--- src/rtl/i2c_byte_engine.sv ---
// Byte-level I2C master: executes one start/read/write/stop command at a time
// and drives open-drain SCL/SDA pads, honouring slave clock stretching.
module i2c_byte_engine #(
   parameter int unsigned CLK_DIV = 250
) (
   input  logic       clk_i,
   input  logic       arst_i,
   input  logic       start,
   input  logic       stop,
   input  logic       read,
   input  logic       write,
   input  logic       ack_in,
   input  logic [7:0] din,
   output logic [7:0] dout,
   output logic       cmd_ack,
   output logic       ack_out,
   output logic       busy,
   input  logic       scl_pad_i,
   output logic       scl_pad_o,
   output logic       scl_padoen_o,
   input  logic       sda_pad_i,
   output logic       sda_pad_o,
   output logic       sda_padoen_o
);

   typedef enum logic [2:0] {
      S_IDLE, S_START, S_DATA, S_ACK, S_STOP, S_DONE
   } state_t;

   localparam logic [15:0] QTR_LAST = 16'(CLK_DIV - 1);

   state_t      state, state_nxt;
   logic [15:0] qcnt;
   logic [1:0]  qtr;
   logic [2:0]  bit_cnt;
   logic        do_start, do_stop, do_xfer, do_write, ack_bit;
   logic [7:0]  tx_byte, rx_byte;
   logic        ack_smp, owned;
   logic        cmd_req, in_phase, stretch, qtr_end, phase_end, smp_edge;

   assign cmd_req   = start | stop | read | write;
   assign in_phase  = (state == S_START) || (state == S_DATA) ||
                      (state == S_ACK)   || (state == S_STOP);
   // A slave holding SCL low after release in q1 freezes the quarter counter.
   assign stretch   = in_phase && (qtr == 2'd1) && !scl_pad_i;
   assign qtr_end   = (qcnt == QTR_LAST) && !stretch;
   assign phase_end = qtr_end && (qtr == 2'd3);
   assign smp_edge  = qtr_end && (qtr == 2'd1);

   assign cmd_ack   = (state == S_DONE);
   assign busy      = in_phase;
   assign scl_pad_o = 1'b0;
   assign sda_pad_o = 1'b0;

   // NOTE: every output of a combinational block gets a default first, so no
   // path through the case leaves a value unassigned and no latch is inferred.
   always_comb begin
      state_nxt = state;
      case (state)
         S_IDLE: begin
            if (cmd_req) begin
               if (start)              state_nxt = S_START;
               else if (read || write) state_nxt = S_DATA;
               else                    state_nxt = S_STOP;
            end
         end
         S_START: begin
            if (phase_end)
               state_nxt = do_xfer ? S_DATA : (do_stop ? S_STOP : S_DONE);
         end
         S_DATA:  if (phase_end && (bit_cnt == 3'd0)) state_nxt = S_ACK;
         S_ACK:   if (phase_end) state_nxt = do_stop ? S_STOP : S_DONE;
         S_STOP:  if (phase_end) state_nxt = S_DONE;
         S_DONE:  state_nxt = S_IDLE;
         default: state_nxt = S_IDLE;
      endcase
   end

   always_comb begin
      scl_padoen_o = 1'b1;
      sda_padoen_o = 1'b1;
      case (state)
         S_IDLE, S_DONE: scl_padoen_o = !owned;
         S_START: begin
            scl_padoen_o = (qtr != 2'd3);
            sda_padoen_o = (qtr < 2'd2);
         end
         S_DATA: begin
            scl_padoen_o = (qtr == 2'd1) || (qtr == 2'd2);
            sda_padoen_o = do_write ? tx_byte[bit_cnt] : 1'b1;
         end
         S_ACK: begin
            scl_padoen_o = (qtr == 2'd1) || (qtr == 2'd2);
            sda_padoen_o = do_write ? 1'b1 : ack_bit;
         end
         S_STOP: begin
            scl_padoen_o = (qtr != 2'd0);
            sda_padoen_o = (qtr == 2'd3);
         end
         default: ;
      endcase
   end

   // NOTE: sequential state uses non-blocking assignments so every register
   // samples pre-edge values regardless of statement order.
   always_ff @(posedge clk_i or posedge arst_i) begin
      if (arst_i) begin
         state    <= S_IDLE;
         qcnt     <= '0;
         qtr      <= '0;
         bit_cnt  <= 3'd7;
         do_start <= 1'b0;
         do_stop  <= 1'b0;
         do_xfer  <= 1'b0;
         do_write <= 1'b0;
         ack_bit  <= 1'b0;
         tx_byte  <= '0;
         rx_byte  <= '0;
         ack_smp  <= 1'b0;
         owned    <= 1'b0;
         dout     <= '0;
         ack_out  <= 1'b0;
      end else begin
         state <= state_nxt;

         if (!in_phase) begin
            qcnt    <= '0;
            qtr     <= '0;
            bit_cnt <= 3'd7;
         end else if (qtr_end) begin
            qcnt <= '0;
            qtr  <= qtr + 2'd1;
         end else if (!stretch) begin
            qcnt <= qcnt + 16'd1;
         end

         if ((state == S_IDLE) && cmd_req) begin
            do_start <= start;
            do_stop  <= stop;
            do_xfer  <= read | write;
            do_write <= write;
            ack_bit  <= ack_in;
            tx_byte  <= din;
         end

         if ((state == S_DATA) && phase_end) bit_cnt <= bit_cnt - 3'd1;
         if ((state == S_DATA) && smp_edge && !do_write)
            rx_byte <= {rx_byte[6:0], sda_pad_i};
         if ((state == S_ACK) && smp_edge && do_write)
            ack_smp <= sda_pad_i;

         if ((state == S_START) && phase_end) owned <= 1'b1;
         if ((state == S_STOP) && phase_end)  owned <= 1'b0;

         // Results become visible together with cmd_ack.
         if ((state_nxt == S_DONE) && (state != S_DONE) && do_xfer) begin
            if (do_write) ack_out <= ack_smp;
            else          dout    <= rx_byte;
         end
      end
   end

endmodule
--- config.mk ---
export PLATFORM = sky130hd
export DESIGN_NAME = i2c_byte_engine
export DESIGN_NICKNAME = d
export VERILOG_FILES = /design/src/rtl/i2c_byte_engine.sv
export SDC_FILE = /design/constraint.sdc
export NUM_CORES = 1
export LEC_CHECK = 0
export ABC_AREA = 1
export CAP_MARGIN = 20
export CORE_ASPECT_RATIO = 0.75
export CORE_MARGIN = 3
export CORE_UTILIZATION = 40
export CTS_CLUSTER_DIAMETER = 120
export DETAILED_ROUTE_END_ITERATION = 6
export GPL_ROUTABILITY_DRIVEN = 0
export PLACE_DENSITY = 0.63
export SYNTH_ARGS = -nofsm -noshare
export SYNTH_HDL_FRONTEND = slang
export SYNTH_SLANG_ARGS = --single-unit
--- constraint.sdc ---
create_clock -name clk_i -period 4.1 [get_ports clk_i]
set_clock_uncertainty 0.05 [all_clocks]
set_input_delay 0.82 -clock clk_i [delete_from_list [all_inputs] [get_ports clk_i]]
set_output_delay 0.82 -clock clk_i [all_outputs]
set_load 0.05 [all_outputs]
==> metrics.md <==
| Metric | Value |
|---|---|
| Core ar. | 0.00696 mm^2 |
| Final wirelength | 5990 um |
| Tcrit/Tclk final | 79.6% |
| Ant. Diodes | 0 |
| Area Overhead vs Synth | 15.8% |
| Cts hold-fix bufs | 0 |
| CTS Buf Count | 5 |
| Most used cell, CP | nand2_4 |
| CTS resizes | 0 |
| Status | complete, no violations |
| Pwr Density | 479 mW/mm^2 |
| Ys flop type | dfrtp_1 |
| Vias | 2,316 |
| Nets@finish | 403 |
| Synth warnings | 0 |
| Drt drc | 0 |
| Max-Cap Viols | 0 |
| Fmax | 307 MHz |
| Placement Rows | 26 |
| RSZ-0062 raised after global routing | no |
| P_int | 0.942 mW |
| Reg power frac | 43.3% |
| Leak | 1.56 nW |
| Design area | 0.00338 mm^2 |
| Setup bufs post-CTS | 0 |
| Crit end category | output pin |
| Worst Path Arrival | 2390 ps |
| Final-report hold violation count | 0 |
| CTS clk-pin slew, worst paths | 100 ps |
| Top delay family on crit path | buffers and inverters |
| Via density per instance | 4.85 |
| Worst min path class | register to register |
| Chip Height | 80.0 um |
| Avg WL per Cell | 12.5 um |
| Input/output buffers | 29 |
| Seq/Total Area, Yosys | 47.3% |
| Asr flop ratio synth | 100% |
| First-pass GRT wire length | 10,400 um |
| Distinct cell type count after synthesis | 42 |
| Crit-path max cell delay | 710 ps |
| Simple-Gate Fraction of Synth Area | 25.1% |
| Clock latency on the worst-skew pair | 320 ps |
| Final setup fails | 0 |
| Layout cells sized above 1 | 11.6% |
| HPWL after DPL | 4460 um |
| Compound-cell area share of the yosys netlist | 13.5% |
| Switching part of the total | 41.9% |
| Worst relative slew slack | 57.5% |
| DRT iter0 DRCs | 73 |
| Sum of negative setup slack | 0 ps |
| Share of total power in the clock network | 19.1% |
| Largest net degree at the start of global routing | 32 |
| Die Area | 0.00837 mm^2 |
| TritonCTS clock tree | built |
| Worst Tran Pin Value | 636 ps |
| CP bufs+invs | 2 |
| Mean Syn Cell Area | 8.39 um^2 |
| Vias in the first global route | 2,219 |
| Top fanout value on the critical path | 6 |
| Multiplexer area fraction after synthesis | 0.386% |
| Comb power frac | 37.6% |
| Root buf cell | clkbuf_8 |
| # H-tree levels | 2 |
| Worst setup SP type | register |
| I/O pin count | 32 |
| DP Area | 0.00329 mm^2 |
| Adder-cell share of the synthesized area | 3.00% |
| Critical path class | register to output pin |
| Total GRT Usage | 15.3% |
| Drt pass-1 iters | 4 |
| Synth Instances | 348 |
| Global route overflow | 0 |
| # fillers | 706 |
| Min Tclk post-route | 3260 ps |
| Area of the mapped netlist | 0.00292 mm^2 |
| Deepest clock path buffer count | 2 |
| Post-synth EDFFs | 0 |
| Die width | 105 um |
| Max Transition Viols Final | 0 |
| Main combinational cell family by area after synthesis | simple AND/OR/NAND/NOR gates |
| Post-synthesis xor/xnor area fraction | 1.20% |
| Peak VDD IR | 0.271 mV |
| Clk sinks | 55 |
| CP max-delay cell | clkdlybuf4s50_1 |
| Psw | 0.679 mW |
| Layout Utilization | 48.6% |
| DRT antenna net count | 0 |
| Synth Register Bits | 55 |
| Worst Path Required | 3230 ps |
| Initial Util | 41.9% |
| Critical path, cell by cell | nor2_1, nand2_4, nand2_4, inv_1, a211oi_1, nand3_1, clkdlybuf4s50_1 |
| Initial antenna violation count | 0 |
-- sequential cells by signal (all words and copies together), names as in the netlist, 2 cells and up --
signal / count
qcnt: 16
tx_byte: 8
dout: 8
state: 3
qtr: 2
rx_byte: 8
bit_cnt: 3
-- layer usage --
layer	vias up	share of wire, %	track usage [%]
met5	-	0	0
met4	0	1.5	5.50
met3	7	5.2	2.91
met2	60	44	23.7
met1	1072	49	21.6
li1	1177	-	-
-- worst paths after layout --
path	from	end	slack [ps]	cells past startpoint
max reg2reg	qtr[1]$_DFFE_PP0P_	qcnt[9]$_DFFE_PP0P_	1750	11
min reg2reg	dout[3]$_DFFE_PP0P_	dout[3]$_DFFE_PP0P_	440	2
max	state[0]$_DFF_PP0_	sda_padoen_o	840	7
min in group asynchronous	arst_i	tx_byte[5]$_DFFE_PP0P_	850	2
max in group asynchronous	arst_i	bit_cnt[0]$_DFFE_PP1P_	2330	3
min	dout[3]$_DFFE_PP0P_	dout[3]$_DFFE_PP0P_	440	2
-- cells by family after synthesis --
kind of cell / count (synthesis)
AOI/OAI and AO/OA: 66
xor gates and xnor gates: 4
other: 1
buffers and inverters: 65
DFF: 55
adders and majority gates: 7
and+or+nand+nor: 149
muxes: 1
-- Yosys cell counts, types with 2 or more instances --
| library cell | number | area [um^2] |
|---|---|---|
| dfrtp_1 | 52 | 1300 |
| dfstp_2 | 3 | 78.8 |
| o21a_1 | 2 | 15.0 |
| nand2_1 | 73 | 274 |
| o211ai_1 | 2 | 15.0 |
| nand3_1 | 12 | 60.1 |
| inv_1 | 54 | 203 |
| nor3_1 | 5 | 25.0 |
| ha_1 | 7 | 87.6 |
| nand2_2 | 4 | 25.0 |
| a21oi_1 | 16 | 80.1 |
| o21ai_2 | 9 | 78.8 |
| xor2_1 | 3 | 26.3 |
| nor2_4 | 4 | 45.0 |
| inv_2 | 2 | 7.51 |
| nand4_1 | 9 | 56.3 |
| o31ai_1 | 3 | 22.5 |
| nor2_1 | 27 | 101 |
| buf_4 | 2 | 15.0 |
| nor4_1 | 3 | 18.8 |
| o21ai_0 | 29 | 145 |
| nand2_4 | 5 | 56.3 |
| clkbuf_1 | 3 | 11.3 |
-- power groups by stage --
stage / registers [mW] / clock network, mW / logic (mW)
after floorplan: 0.689 / 0 / 0.451
after global placement: 0.709 / 0 / 0.604
after detailed placement: 0.711 / 0 / 0.611
after CTS: 0.700 / 0.321 / 0.615
after global routing: 0.712 / 0.344 / 0.685
final: 0.702 / 0.309 / 0.610
-- tightest hold or removal path, delay by kind of cell, from the launching register on --
| family | cells | cell delay (ps) |
|---|---|---|
| AND/OR/NAND/NOR | 1 | 60 |
| flip-flops | 1 | 350 |
| AO/OA/AOI/OAI | 1 | 50 |
-- layout make-up --
type / instances / area, um^2 / share of cell area, %
repair buffers: 30 / 298 / 8.81
well taps: 98 / 123 / 3.63
clock inverters: 2 / 17.5 / 0.518
clock buffers: 6 / 72.6 / 2.15
inverters: 58 / 220 / 6.51
multi-input cells: 229 / 1270 / 37.6
flip-flops and latches: 55 / 1380 / 40.8
-- placed cells by master (no fill, tap or decap), types with 7 or more instances in the layout --
master           netlist  layout
inv_1                 54      53
nand3_1               12      12
o21ai_2                9       9
a21oi_1               16      16
clkdlybuf4s50_1        0      29
nor2_1                27      27
ha_1                   7       7
nand4_1                9       9
nand2_1               73      73
dfrtp_1               52      52
o21ai_0               29      29
-- per-stage QoR --
stage                     power [mW]  setup slack (ps)  hold slack [ps]  instances
after floorplan                 1.14              1050              386        349
after global placement          1.31              1240              414        470
after detailed placement        1.32              1210              419        470
after CTS                       1.64               835              444        478
after global routing            1.74               653              472        478
final                           1.62               838              438        478
No activity file was read; power rests on OpenSTA's default activity.
==> RTL edit 1, RTL diff (same flow settings) <==
The 6 states of `state_t` get a one-hot encoding in 6 bits.
--- a/src/rtl/i2c_byte_engine.sv
+++ b/src/rtl/i2c_byte_engine.sv
@@ -24,6 +24,6 @@
 );
 
-   typedef enum logic [2:0] {
-      S_IDLE, S_START, S_DATA, S_ACK, S_STOP, S_DONE
+   typedef enum logic [5:0] {
+      S_IDLE = 6'b000001, S_START = 6'b000010, S_DATA = 6'b000100, S_ACK = 6'b001000, S_STOP = 6'b010000, S_DONE = 6'b100000
    } state_t;
 
Function: no difference found for any inputs over 10 cycles, from zero or initial values and one cycle with arst_i high; not proved beyond that.
==> RTL edit 1 against the original RTL <==
- via count grew 12%
- worst setup slack lost 160 ps
- die area grew 4.6%
- sequential power grew 4.4%
- area after synthesis grew 5.0%
- hold slack lost 18 ps
- clock power grew 74%
- sequential cell count grew 3
- design area grew 8.2%
- wire length grew 15%
- power grew 13%
- register-to-register slack lost 100 ps
- first-iteration DRC count grew to 2.6 times the old value
- largest cell class unchanged
==> RTL edit 1: results <==
metrics = {
    "outcome": {
        "status": "finished, final reports clean",
    },
    "worst_setup_path": {
        "crit_fanout": 6,
        "arrival_ps": 2550,
    },
    "cells_and_area": {
        "drive_gt1_frac": 0.109,
        "antenna-diode-count": 0,
        "top_register": "qcnt",
        "final_nets": 440,
        "largest_reg_flops": 16,
    },
    "min_path": {
        "holdCritPathClass": "flip-flop to flip-flop",
    },
    "clock_network": {
        "cts-root-buf": "clkbuf_8",
        "clockBufferDepth": 2,
        "insertion_delay_ps": 340,
        "cts-htree-levels": 3,
        "cts_buffers": 9,
        "clk_pin_slew_ps": 70,
    },
    "timing": {
        "slew_headroom": 0.660,
    },
    "global_routing": {
        "antenna_found_initial": 0,
        "grt_max_degree": 51,
        "grt_pass1_vias": 2434,
        "track_usage": 0.172,
        "grt_pass1_wl_um": 11800,
    },
    "detailed_routing": {
        "drt-total-wl_um": 6870,
        "via_count": 2594,
        "drt_pre_antenna_iters": 5,
        "drt_iter0_drc": 192,
    },
    "power_and_ir_drop": {
        "power.leakage_uw": 0.00172,
        "power_uw": 1830,
        "ir_drop_mv": 0.191,
    },
    "synthesis": {
        "async_reset_ff_frac": 1.00,
        "synth_area_leaders": "dfrtp_1 (44%), nand2_1 (11%), inv_1 (7.0%)",
        "yosys.cell_types.count": 42,
        "yosys-top-cells-count": "nand2_1 (92), inv_1 (57), dfrtp_1 (54)",
        "ys_warn_count": 0,
        "synth-seq-area-share": 0.475,
    },
    "place": {
        "place_ws_ps": 662,
        "hpwl_um": 5050,
        "placed_cell_area_um2": 3430,
        "port_buffers": 29,
    },
}
RTL edit 1: critical path: stages (launching register included):
cell and delay [ps]:
dfrtp_1 440, nor2_1 170, and2_1 200, nand2_1 100
inv_1 230, a22oi_1 110, o2111ai_1 110, clkdlybuf4s50_1 850
RTL edit 1: routing by layer:
layer / share of wire / vias to the layer above / GRT usage
met2: 0.42 / 64 / 0.247
li1: - / 1307 / -
met1: 0.51 / 1218 / 0.253
met4: 0.0074 / 0 / 0.0434
met3: 0.054 / 5 / 0.0534
met5: 0 / - / 0
RTL edit 1: per-stage QoR:
step,instances,util
4_1_cts,518,0.511
2_1_floorplan,382,-
3_3_place_gp,502,0.482
6_report,519,0.514
5_1_grt,519,0.514
3_5_place_dp,502,0.482
RTL edit 1: path summary, 6_finish.rpt:
| path | to | startpoint | slack (ps) | cells past startpoint |
|---|---|---|---|---|
| worst max-delay path | sda_padoen_o | state[4] | 680 | 7 |
| worst min-delay path | dout[2] | dout[2] | 420 | 2 |
| worst max register to register | do_xfer | state[4] | 1650 | 8 |
| worst min register to register | dout[2] | dout[2] | 420 | 2 |
| max in group asynchronous | state[0] | arst_i | 2690 | 3 |
| min in group asynchronous | tx_byte[2] | arst_i | 740 | 2 |
RTL edit 1: where the power goes:
part           switching, uW  internal, uW
clock network            241           298
registers               74.8           658
logic                    395           167
RTL edit 1: logic make-up after synthesis:
logic type | Yosys count | share of synthesized area
flip-flops | 58 | 0.475
buffers and inverters | 70 | 0.0939
adder cells (fa/ha/maj) | 7 | 0.0286
AO/OA/AOI/OAI | 59 | 0.113
XOR/XNOR | 2 | 0.00572
other | 1 | 0.00122
AND/OR/NAND/NOR | 184 | 0.282
RTL edit 1: final cells by class:
| type | count | area [um2] |
|---|---|---|
| Fill cell | 698 | 3460 |
| Sequential cell | 58 | 1460 |
| Multi-Input combinational cell | 254 | 1330 |
| Timing Repair Buffer | 31 | 320 |
| Inverter | 62 | 233 |
| Clock buffer | 10 | 138 |
| Tap cell | 98 | 123 |
| Clock inverter | 6 | 65.1 |
RTL edit 1: timing repair:
item / in CTS / in global routing
buffers inserted: 0 / 0
hold buffers: 0 / 0
gates resized for setup: 0 / 1
setup endpoints to repair: 0 / 1
==> RTL edit 2, RTL diff (same settings) <==
Without the edit above. The parameter `CLK_DIV` goes from 250 to 125.
--- a/src/rtl/i2c_byte_engine.sv
+++ b/src/rtl/i2c_byte_engine.sv
@@ -2,5 +2,5 @@
 // and drives open-drain SCL/SDA pads, honouring slave clock stretching.
 module i2c_byte_engine #(
-   parameter int unsigned CLK_DIV = 250
+   parameter int unsigned CLK_DIV = 125
 ) (
    input  logic       clk_i,
Formal check against the unedited RTL: no difference found for any inputs over 10 cycles, from zero or initial values and one cycle with arst_i high; that may be too few to reach the edited logic, so the function may still have changed.
==> RTL edit 2 against the original RTL <==
- area after synthesis is 2.8% higher
- count of clock-buffer cells in the layout is 1 lower
- worst setup slack worse by 32 ps
- wire length is 3.3% higher
- sequential cell count stayed put
- design area is 2.3% higher
Power is not compared: it rests on default switching activity, and its combinational part moved more than twofold at a synthesized area within 25%.
==> RTL edit 2: results <==
metrics = {
    "place": {
        "hpwl_um": 4600,
        "placed_cells": 479,
        "place_ws_ps": 1180,
        "port_buffers": 29,
        "placed_cell_area_um2": 3370,
    },
    "outcome": {
        "status": "finished, final reports clean",
    },
    "worst_setup_path": {
        "reg2reg_depth": 10,
        "setup.worst_path.start": "bit_cnt[0]",
        "critical_path.top_delay_family": "buffers and inverters",
        "r2r_slack_ps": 1680,
        "endpoint": "sda_padoen_o",
        "r2r_start": "qtr[1]",
        "worst_path_largest_cell_delay_ps": 810,
        "arrival_ps": 2420,
        "r2r-end": "qcnt[14]",
        "slowest_stage": "clkdlybuf4s50_1",
        "crit_fanout": 12,
        "crit_buf_inv": 2,
    },
    "min_path": {
        "holdCritPathClass": "flip-flop to flip-flop",
        "hold_start": "owned",
        "worstHoldEndpoint": "owned",
        "worstHoldPathCells": 2,
    },
    "synthesis": {
        "yosys.area.top_type": "dfrtp_1",
        "synthCells": 359,
        "ys_warn_count": 0,
        "yosys.cell_types.count": 48,
        "synth-adder-area-share": 0.0292,
        "async_reset_ff_frac": 1.00,
        "synth_xor_area_frac": 0.0146,
        "yosys-top-cells-count": "nand2_1 (68), dfrtp_1 (52), inv_1 (47)",
        "synth_area_leaders": "dfrtp_1 (43%), nand2_1 (8.5%), inv_1 (5.9%)",
        "synth_compound_area_frac": 0.125,
        "synth_mux_area_frac": 0.00375,
        "synth-seq-area-share": 0.460,
    },
    "timing": {
        "slew_headroom": 0.553,
        "timing.final.crit_share": 0.803,
        "hold_ws_ps": 430,
    },
    "cells_and_area": {
        "drive_gt1_frac": 0.144,
        "final_nets": 412,
        "top_register": "qcnt",
    },
    "power_and_ir_drop": {
        "intPower_uw": 678,
        "seqPwrFrac": 0.615,
        "power.leakage_uw": 0.00163,
        "pg_clk_uw": 306,
        "power_switching_share": 0.232,
        "ir_drop_mv": 0.136,
    },
    "clock_network": {
        "cts_buffers": 5,
        "clockBufferDepth": 2,
        "cts_setup_buffers": 0,
        "cts_resized": 0,
    },
    "global_routing": {
        "antenna_found_initial": 0,
        "grt_pass1_wl_um": 11100,
        "grt_pass1_vias": 2328,
        "track_usage": 0.161,
        "grt_max_degree": 33,
    },
    "detailed_routing": {
        "wl_per_cell_um": 12.7,
        "via_count": 2418,
        "drt_iter0_drc": 118,
        "vias_per_cell": 4.97,
        "drt_pre_antenna_iters": 4,
    },
}
-- RTL edit 2: cell families after synthesis --
| logic type | after synthesis |
|---|---|
| adders and majority gates | 7 |
| muxes | 1 |
| AOI/OAI and AO/OA | 62 |
| other | 1 |
| xor gates and xnor gates | 5 |
| DFF | 55 |
| and+or+nand+nor | 162 |
| buffers and inverters | 66 |
-- RTL edit 2: routing by layer --
layer / share of wire / vias to the layer above / global-route usage
li1: - / 1229 / -
met1: 0.53 / 1111 / 0.242
met2: 0.39 / 68 / 0.232
met3: 0.062 / 10 / 0.0349
met4: 0.013 / 0 / 0.0479
met5: 0 / - / 0
-- RTL edit 2: cell type report --
| type | count | area, um2 |
|---|---|---|
| clock buffer | 5 | 68.8 |
| multi-input combinational | 239 | 1360 |
| clock inverter | 3 | 18.8 |
| sequential | 55 | 1380 |
| inverter | 57 | 216 |
| tap | 98 | 123 |
| timing repair buffer | 30 | 298 |
| fill | 707 | 3570 |
